===== src/rtl/eth_tx_pkg.sv =====
// Shared types and constants for the Ethernet II tx framer.
package eth_tx_pkg;

    typedef enum logic [2:0] {
        S_IDLE,
        S_HDR,
        S_ARP,
        S_LEN,
        S_PAY,
        S_PAD,
        S_GAP
    } state_t;

    typedef enum logic [1:0] {
        K_ARP_REQ,
        K_ARP_REP,
        K_DATA
    } kind_t;

    localparam int          ETH_HDR_LEN  = 14;
    localparam int          ARP_BODY_LEN = 28;
    localparam logic [15:0] ETHTYPE_ARP  = 16'h0806;
    localparam logic [15:0] ARP_OP_REQ   = 16'h0001;
    localparam logic [15:0] ARP_OP_REP   = 16'h0002;
    localparam logic [47:0] BCAST_MAC    = 48'hFFFF_FFFF_FFFF;

endpackage


===== src/rtl/eth_tx_field_mux.sv =====
// Combinational selector for one byte of the Ethernet header or ARP body,
// chosen by frame kind and field index (fields are sent MSB first).
module eth_tx_field_mux
    import eth_tx_pkg::*;
#(
    parameter logic [47:0] SRC_MAC   = 48'h000A_3500_0001,
    parameter logic [31:0] SRC_IP    = 32'hA9FE_F299,
    parameter logic [15:0] ETHERTYPE = 16'h88B5
) (
    input  logic [1:0]  kind,
    input  logic        arp_sel,
    input  logic [4:0]  idx,
    input  logic [47:0] arp_mac,
    input  logic [31:0] arp_ip,
    input  logic [47:0] dst_mac,
    output logic [7:0]  byte_o
);

    localparam logic [4:0] HDR_LAST = 5'(ETH_HDR_LEN - 1);
    localparam logic [4:0] ARP_LAST = 5'(ARP_BODY_LEN - 1);

    logic [47:0]  dest;
    logic [47:0]  tha;
    logic [15:0]  etype;
    logic [15:0]  oper;
    logic [111:0] hdr;
    logic [223:0] arp;
    logic [4:0]   hdr_rev;
    logic [4:0]   arp_rev;

    always_comb begin
        dest  = dst_mac;
        tha   = 48'h0;
        etype = ETHERTYPE;
        oper  = ARP_OP_REQ;
        case (kind_t'(kind))
            K_ARP_REQ: begin
                dest  = BCAST_MAC;
                etype = ETHTYPE_ARP;
            end
            K_ARP_REP: begin
                dest  = arp_mac;
                tha   = arp_mac;
                etype = ETHTYPE_ARP;
                oper  = ARP_OP_REP;
            end
            default: ;
        endcase

        hdr = {dest, SRC_MAC, etype};
        arp = {16'h0001, 16'h0800, 8'h06, 8'h04, oper, SRC_MAC, SRC_IP, tha, arp_ip};

        // Index 0 is the most significant byte, so shift by the reversed index.
        hdr_rev = HDR_LAST - idx;
        arp_rev = ARP_LAST - idx;
        if (arp_sel)
            byte_o = 8'(arp >> {arp_rev, 3'b000});
        else
            byte_o = 8'(hdr >> {hdr_rev, 3'b000});
    end

endmodule


===== src/rtl/eth_tx_framer.sv =====
// Byte-serial Ethernet II framer (ARP request/reply, raw data) for a LocalLink tx port.
// Define ETH_TX_PAD_EN to zero-pad short frames up to MIN_FRAME bytes.
module eth_tx_framer
    import eth_tx_pkg::*;
#(
    parameter logic [47:0] SRC_MAC    = 48'h000A_3500_0001,
    parameter logic [31:0] SRC_IP     = 32'hA9FE_F299,
    parameter logic [15:0] ETHERTYPE  = 16'h88B5,
    parameter int          LEN_W      = 11,
    parameter int          MIN_FRAME  = 60,
    parameter int          IFG_CYCLES = 12
) (
    input  logic             clk,
    input  logic             reset,
    output logic [7:0]       tx_data,
    output logic             tx_sof,
    output logic             tx_eof,
    output logic             tx_src_rdy,
    input  logic             tx_dest_rdy,
    input  logic             arp_req,
    input  logic             arp_rep,
    input  logic [47:0]      arp_mac,
    input  logic [31:0]      arp_ip,
    input  logic             start_tx,
    input  logic [47:0]      dst_mac,
    input  logic [7:0]       data_tx,
    input  logic [LEN_W-1:0] length_tx,
    output logic             payload,
    output logic             busy
);

    localparam int CNT_W = LEN_W + 6;
    localparam int GAP_W = $clog2(IFG_CYCLES + 1);
`ifdef ETH_TX_PAD_EN
    localparam bit PAD_EN = 1'b1;
`else
    localparam bit PAD_EN = 1'b0;
`endif
    localparam logic [CNT_W-1:0] MIN_LAST = CNT_W'(MIN_FRAME - 1);
    localparam logic [4:0]       HDR_LAST = 5'(ETH_HDR_LEN - 1);
    localparam logic [4:0]       ARP_LAST = 5'(ARP_BODY_LEN - 1);
    localparam logic [GAP_W-1:0] GAP_LAST = GAP_W'(IFG_CYCLES - 1);

    state_t           state_q, state_d;
    kind_t            kind_q, kind_d;
    logic [4:0]       idx_q, idx_d;
    logic [CNT_W-1:0] cnt_q, cnt_d;
    logic [GAP_W-1:0] gap_q, gap_d;
    logic [LEN_W-1:0] len_q, len_d;
    logic [47:0]      arp_mac_q, arp_mac_d;
    logic [31:0]      arp_ip_q, arp_ip_d;
    logic [47:0]      dst_mac_q, dst_mac_d;
    logic             src_rdy_q, src_rdy_d;
    logic             sof_q, sof_d;
    logic             eof_q, eof_d;
    logic             busy_q, busy_d;

    logic             xfer;
    logic [CNT_W-1:0] pay_last;
    logic [15:0]      len16;
    logic [7:0]       field_byte;

    // True when the byte at (st, idx, cnt) is the final byte of the frame.
    function automatic logic is_last(state_t st, logic [4:0] idx, logic [CNT_W-1:0] cnt,
                                     logic [LEN_W-1:0] len);
        logic sect_end;
        sect_end = (st == S_ARP && idx == ARP_LAST)
                || (st == S_LEN && idx == 5'd1 && len == '0)
                || (st == S_PAY && cnt == CNT_W'(len) + CNT_W'(ETH_HDR_LEN + 1));
        if (PAD_EN)
            return (st == S_PAD && cnt == MIN_LAST) || (sect_end && cnt >= MIN_LAST);
        else
            return sect_end;
    endfunction

    assign xfer     = src_rdy_q & tx_dest_rdy;
    assign pay_last = CNT_W'(len_q) + CNT_W'(ETH_HDR_LEN + 1);
    assign len16    = 16'(len_q);

    eth_tx_field_mux #(
        .SRC_MAC   (SRC_MAC),
        .SRC_IP    (SRC_IP),
        .ETHERTYPE (ETHERTYPE)
    ) u_field_mux (
        .kind    (kind_q),
        .arp_sel (state_q == S_ARP),
        .idx     (idx_q),
        .arp_mac (arp_mac_q),
        .arp_ip  (arp_ip_q),
        .dst_mac (dst_mac_q),
        .byte_o  (field_byte)
    );

    always_comb begin
        state_d   = state_q;
        kind_d    = kind_q;
        idx_d     = idx_q;
        cnt_d     = cnt_q;
        gap_d     = gap_q;
        len_d     = len_q;
        arp_mac_d = arp_mac_q;
        arp_ip_d  = arp_ip_q;
        dst_mac_d = dst_mac_q;
        sof_d     = sof_q;

        case (state_q)
            S_IDLE: begin
                if (arp_rep || arp_req || start_tx) begin
                    kind_d    = arp_rep ? K_ARP_REP : (arp_req ? K_ARP_REQ : K_DATA);
                    arp_mac_d = arp_mac;
                    arp_ip_d  = arp_ip;
                    dst_mac_d = dst_mac;
                    len_d     = length_tx;
                    idx_d     = '0;
                    cnt_d     = '0;
                    sof_d     = 1'b1;
                    state_d   = S_HDR;
                end
            end
            S_GAP: begin
                if (gap_q == GAP_LAST) begin
                    gap_d   = '0;
                    state_d = S_IDLE;
                end else begin
                    gap_d = gap_q + GAP_W'(1);
                end
            end
            default: begin
                // Byte-carrying states only advance when the MAC takes the byte.
                if (xfer) begin
                    sof_d = 1'b0;
                    cnt_d = cnt_q + CNT_W'(1);
                    if (eof_q) begin
                        gap_d   = '0;
                        state_d = S_GAP;
                    end else begin
                        case (state_q)
                            S_HDR: begin
                                if (idx_q == HDR_LAST) begin
                                    idx_d   = '0;
                                    state_d = (kind_q == K_DATA) ? S_LEN : S_ARP;
                                end else begin
                                    idx_d = idx_q + 5'd1;
                                end
                            end
                            S_ARP: begin
                                if (idx_q == ARP_LAST)
                                    state_d = S_PAD;
                                else
                                    idx_d = idx_q + 5'd1;
                            end
                            S_LEN: begin
                                if (idx_q == 5'd1)
                                    state_d = (len_q == '0) ? S_PAD : S_PAY;
                                else
                                    idx_d = idx_q + 5'd1;
                            end
                            S_PAY: begin
                                if (cnt_q == pay_last)
                                    state_d = S_PAD;
                            end
                            default: ;
                        endcase
                    end
                end
            end
        endcase

        eof_d     = is_last(state_d, idx_d, cnt_d, len_d);
        src_rdy_d = (state_d != S_IDLE) && (state_d != S_GAP);
        busy_d    = (state_d != S_IDLE);
    end

    always_ff @(posedge clk) begin
        if (reset) begin
            state_q   <= S_IDLE;
            kind_q    <= K_ARP_REQ;
            idx_q     <= '0;
            cnt_q     <= '0;
            gap_q     <= '0;
            len_q     <= '0;
            arp_mac_q <= '0;
            arp_ip_q  <= '0;
            dst_mac_q <= '0;
            src_rdy_q <= 1'b0;
            sof_q     <= 1'b0;
            eof_q     <= 1'b0;
            busy_q    <= 1'b0;
        end else begin
            state_q   <= state_d;
            kind_q    <= kind_d;
            idx_q     <= idx_d;
            cnt_q     <= cnt_d;
            gap_q     <= gap_d;
            len_q     <= len_d;
            arp_mac_q <= arp_mac_d;
            arp_ip_q  <= arp_ip_d;
            dst_mac_q <= dst_mac_d;
            src_rdy_q <= src_rdy_d;
            sof_q     <= sof_d;
            eof_q     <= eof_d;
            busy_q    <= busy_d;
        end
    end

    always_comb begin
        case (state_q)
            S_HDR, S_ARP: tx_data = field_byte;
            S_LEN:        tx_data = idx_q[0] ? len16[7:0] : len16[15:8];
            S_PAY:        tx_data = data_tx;
            default:      tx_data = 8'h00;
        endcase
    end

    assign tx_sof     = sof_q;
    assign tx_eof     = eof_q;
    assign tx_src_rdy = src_rdy_q;
    assign busy       = busy_q;
    assign payload    = (state_q == S_PAY) && xfer;

endmodule

===== config.mk =====
export PLATFORM = sky130hd
export DESIGN_NAME = eth_tx_framer
export DESIGN_NICKNAME = d
export VERILOG_FILES = /design/src/rtl/eth_tx_pkg.sv /design/src/rtl/eth_tx_field_mux.sv /design/src/rtl/eth_tx_framer.sv
export SDC_FILE = /design/constraint.sdc
export NUM_CORES = 1
export LEC_CHECK = 0
export ABC_AREA = 1
export BUFFER_PORTS_ARGS = -buffer_cell sky130_fd_sc_hd__buf_2
export CAP_MARGIN = 20
export CORE_MARGIN = 4
export CORE_UTILIZATION = 53
export CTS_CLUSTER_SIZE = 28
export DETAILED_ROUTE_END_ITERATION = 6
export GPL_TIMING_DRIVEN = 0
export MAX_ROUTING_LAYER = met4
export PLACE_DENSITY = 0.75
export SLEW_MARGIN = 10
export SYNTH_ARGS = -nofsm -noshare
export SYNTH_HDL_FRONTEND = slang
export SYNTH_HIERARCHICAL = 1
export SYNTH_SLANG_ARGS = --single-unit

===== constraint.sdc =====
create_clock -name clk -period 3 [get_ports clk]
set_input_delay 0 -clock clk [delete_from_list [all_inputs] [get_ports clk]]
set_output_delay 0 -clock clk [all_outputs]
set_load 0.02 [all_outputs]

After elaboration in Yosys (flattened, before gate mapping)
Cells that the tools add are included.

storage, ports and cells
  word-level logic and storage cells = 109
  register bits = 174
  output and inout port bits = 13
  input port bits = 153

cells by class
  eq/ne operators = 20
  $add $sub $neg = 7
  bitwise operators = 3
  shift operators = 2
  muxes and demuxes = 41
  reduce and logical (&&, ||, !) cells = 23

operators with widths
  cell                   number
  $shr 209x8->8          1
  $shr 112x8->8          1
  $pmux 48 s2            1
  $mux 48                1
  $eq 17x12->1           2
  $mux 17                2
  $pmux 17 s2            1
  $mux 5                 6
  $add 11x4->12 const B  2
  $mux 3                 8
  $pmux 8 s3             1
  $logic_not 11->1       2
  $mux 11                2
  $add 17x1->17 const B  1
  $mux 16                1
  $mux 8                 2
  $pmux 5 s3             1
  $eq 3x2->1 const B     4
  $mux 4                 3
  $pmux 3 s4             1
  $eq 5x1->1 const B     2
  $eq 5x5->1 const B     2
  $pmux 5 s2             1
  $eq 3x3->1 const B     3
  27 further kinds       45

Longest topological paths before layout
  depth in word-level cells = 12
  gate-level depth with buffers = 21
  gate-level depth less buffers = 19

Hierarchy
The synthesis kept the hierarchy.

by module, submodules not included
  module            area each (µm²)  times used  cells an instance
  eth_tx_framer     8287.9           1           1249
  eth_tx_field_mux  2296.0           1           482

Worst setup path after synthesis
OpenSTA, ideal clock, no wires.

  path type = register to register
  start = register state_q[1]
  end = register eof_q, in the netlist tx_eof
  path buffers = 2
  cell stages (with the launch flop) = 19
  setup slack = 865 ps
  library setup time = 67 ps
  arrival = 2068 ps
  cells stage by stage = dfxtp_1 -> buf_6 -> clkinv_4 -> nand2_4 -> nor2_4 -> buf_6 -> nand3b_1 -> nand2_2 -> ha_1 -> nand3_1 -> nor2_2 -> nand2_1 -> nor3_1 -> nand4_1 -> nor2_1 -> nand2_1 -> nand2_1 -> nand2_1 -> a21oi_2

between the ends
  word-level cells in the longest chain between the ends = 10
  elaborated cells on any way between the ends = 36

RTL lines
  element                                                                RTL line              RTL
  start: declaration                                                     eth_tx_framer.sv:44   state_t state_q, state_d;
  start signal: assignment                                               eth_tx_framer.sv:190  state_q <= state_d;
  parallel branches: the longest is 9 deep, another holds $add 11x4->12  -
  $logic_or 1x1->1 (*)                                                   eth_tx_framer.sv:69   || (st == S_PAY && cnt == CNT_W'(len) + CNT_W'(ETH_HDR_LEN + 1));
  end signal: assignment                                                 eth_tx_framer.sv:201  eof_q <= eof_d;
  end: declaration                                                       eth_tx_framer.sv:55   logic eof_q, eof_d;

Mark *: on every way between the ends.
A chain may end at the register's enable or synchronous reset.

Final worst setup path
  start = register idx_q[1]
  end = output port tx_data[4]

between the ends
  word-level cells in the longest chain between the ends = 4
  elaborated cells on any way between the ends = 6

RTL lines
  element                                                RTL line                                        RTL
  start: declaration                                     eth_tx_framer.sv:46                             logic [4:0] idx_q, idx_d;
  start signal: assignment                               eth_tx_framer.sv:192                            idx_q <= idx_d;
  $sub 5x5->5 / $sub 4x5->5 (equally long branches)      eth_tx_field_mux.sv:55, eth_tx_field_mux.sv:54
  $shr 209x8->8 / $shr 112x8->8 (equally long branches)  eth_tx_field_mux.sv:57, eth_tx_field_mux.sv:59
  $mux 8 (*)                                             eth_tx_field_mux.sv:56                          if (arp_sel)
  named net field_byte[4]                                eth_tx_framer.sv:61                             logic [7:0] field_byte;
  $pmux 8 s3 (*)                                         eth_tx_framer.sv:207                            case (state_q)
  end: declaration                                       eth_tx_framer.sv:15                             output logic [7:0] tx_data,

The timed path passes the listed nets; every way through them passes the cells marked *.

==> results.cfg <==
[global_route]
grt-ovfl-total = 0
grt_max_degree = 20
grt_pass1_vias = 12554
track_usage_pct = 39.8
grt_first_pass_wirelength_um = 67300
antenna_found_initial = 0

[synth]
syn_area_per_cell_um2 = 6.11
yosys_warnings = 6
synth_area_leader_cell = dfxtp_1
synth_cell_type_count = 51
yosysSeqAreaShare_pct = 32.9
synth.most_common_cell = nand2_1
synth_flop_cell = dfxtp_1
synthesis.instances = 1731
synth-async-reset-ratio_pct = 0
ys_ff_latch = 174
syn-cell-area_mm2 = 0.0106
synth_top_cell_area_share_pct = 32.9
syn_nets = 1897
synth_common_cells = nand2_1, nor2_1, o21ai_0, dfxtp_1, nand3_1
synth.area.top_cells = dfxtp_1, nand2_1, nor2_1
synth_edf_count = 0

[sta]
rsz0062_at_grt = no
setup_violations = 0
tightest_slew_ns = 0.789
maxSlewViolCount = 0
whs_ns = 0.0348
finClkSkew_ns = 0.0129
fin_setup_tns_ns = 0
fin_crit_ns = 2.93
max_slew_margin_pct = 47.4
hold_viol_final = 0
period_share_pct = 97.5
max_freq_mhz = 342

[power_and_ir_drop]
ir_worst_vdd_mv = 0.413
power_density_mw_per_mm2 = 484
leakage_nw = 6.34
finalPower_mw = 6.64

[floorplanning]
die_h_um = 149
coreArea_mm2 = 0.0195
rows = 51
io_pins = 166
dieArea_mm2 = 0.0223
floorplan.initialDensity_pct = 54.2
die_w_um = 149

[setup_path]
crit_slowest_cell = dfxtp_2
worst-path-buf-inv = 4
start_kind = flip-flop
cp_top_family = simple AND/OR/NAND/NOR gates
worstSetupPathType = flip-flop to output port
worstPathCellList = buf_2 -> inv_4 -> nand2_2 -> inv_2 -> nand2_1 -> nand2_1 -> o21ai_1 -> nand3_1 -> nand3_1 -> nand3_1 -> nand2_1 -> o311ai_0 -> buf_2
end_kind = output port
critPathRequiredTime_ns = 3.00
cp_max_fo = 11
cp_data_arrival_time_ns = 2.93
cpPeakStageDelay_ns = 0.45

[flow_run]
maxCapViolations = 0

[clock_tree]
clk_latency_ns = 0.44
numCtsBuffers = 17
cts-htree-levels = 4
postCtsSetupRepairBufs = 0
cts.sinks = 174
cts_root_buf = clkbuf_16
clockBufferDepth = 2
cts_tree = built
cts.clk_slew.worst_paths_ns = 0.07

[finish]
fill_cells = 1679
final_util_pct = 70.2
syn_to_final_growth_pct = 29.6
instances_no_fill = 2328
multi_input_area_mm2 = 0.00614
seq_area_mm2 = 0.00349
final_nets = 2216
drive_gt1_share_pct = 14.1
antenna_cells = 0

[place]
dp_hpwl_um = 30000
dp_cells = 2160
gp_congestion = 1.04
portBuffers = 164

[run_status]
status = completed

[detailed_routing]
drtIter0Drc = 1430
viasPerCell = 5.61
wl_per_cell_um = 18.7
vias = 13052
routed_wl_um = 43500
antenna_left = 0
dr.pass1.iters = 6
drc = 0

[worst_hold_path]
min_path_type = primary input to flip-flop
==> state kept, by name, summed over array words and instances, names as in the netlist, 3 cells and up <==
register	cells
dst_mac_q	48
gap_q	4
arp_mac_q	48
cnt_q	17
idx_q	5
state_q	3
len_q	11
arp_ip_q	32
==> layout make-up <==
type / instances / share of cell area [%]
multi-input combinational: 1338 / 44.8
sequential: 174 / 25.4
timing repair buffer: 300 / 15.9
inverter: 134 / 3.76
buffer: 85 / 3.38
clock buffer: 17 / 3.10
tap: 265 / 2.42
clock inverter: 15 / 1.24
==> stage by stage <==
stage	area, um2	worst slack, ns
3_5_place_dp	11700	0.241
5_1_grt	13700	0.00717
3_3_place_gp	11700	0.232
4_1_cts	13700	0.0195
6_report	13700	0.0740
2_1_floorplan	10600	0.865
==> cells by family (layout without fill, tap and decap cells) <==
| kind of cell | after synthesis | in the layout | synth area share (%) |
|---|---|---|---|
| simple gates | 1029 | 1029 | 40.6 |
| compound gates | 281 | 281 | 14.5 |
| buf+inv | 219 | 551 | 9.21 |
| flops | 174 | 174 | 32.9 |
| xor+xnor | 15 | 15 | 1.24 |
| fa+ha+maj | 13 | 13 | 1.54 |
==> final timing paths <==
path / startpoint / to / slack (ns) / depth (start not counted)
hold / removal: length_tx[0] / len_q[0] / 0.03 / 4
setup / recovery: idx_q[1] / tx_data[4] / 0.07 / 13
hold reg to reg: tx_sof / tx_sof / 0.48 / 2
setup reg to reg: state_q[1] / dst_mac_q[1] / 0.12 / 11
==> power by group <==
part	switching, mW	internal, mW
clock network	1.14	1.12
logic	1.06	0.612
registers	0.176	2.52
total	2.38	4.26
==> what timing repair did <==
action,4_1_cts,5_1_grt
gates resized for setup,3,8
pin swaps,0,0
hold buffers,136,0
endpoints found under the setup margin,2,7
endpoints found under the hold margin,136,0
==> layout by cell type, fill, tap and decap left out, types with 4 or more instances in the layout <==
cell type | synthesis | routed
nand2_1 | 419 | 419
nor2_1 | 403 | 402
o21ai_0 | 183 | 182
buf_2 | 13 | 176
dfxtp_1 | 174 | 171
dlygate4sd3_1 | 0 | 136
nand3_1 | 127 | 127
inv_1 | 124 | 124
clkbuf_1 | 49 | 47
a21oi_1 | 34 | 34
o21ai_1 | 20 | 21
nand4_1 | 19 | 19
clkbuf_16 | 0 | 17
nand2_2 | 14 | 14
ha_1 | 13 | 13
buf_6 | 12 | 12
xor2_1 | 12 | 11
nor3_1 | 12 | 11
nor2_2 | 9 | 10
o22ai_1 | 10 | 10
o211ai_1 | 8 | 8
buf_4 | 6 | 6
inv_2 | 6 | 6
o221ai_1 | 6 | 6
o311ai_0 | 5 | 5
nor2_4 | 5 | 5
a31oi_1 | 5 | 5
clkinv_8 | 0 | 5
nand3b_1 | 4 | 4
buf_1 | 4 | 4
nand3_2 | 4 | 4
inv_8 | 0 | 4
==> metal layers <==
metal  up-vias  wire [um]  GRT usage, %
met5         -          0             -
met4         0       1660          14.6
met3       122       4510          7.44
met2       778      19600          63.3
met1      5953      17800          50.9
li1       6199          -             -
==> tightest hold or removal path, cell delays in order <==
cell,delay [ns]
buf_2,0.07
nand3b_1,0.12
nand2_2,0.13
nor2_1,0.10
No activity file was read; power rests on OpenSTA's default activity.
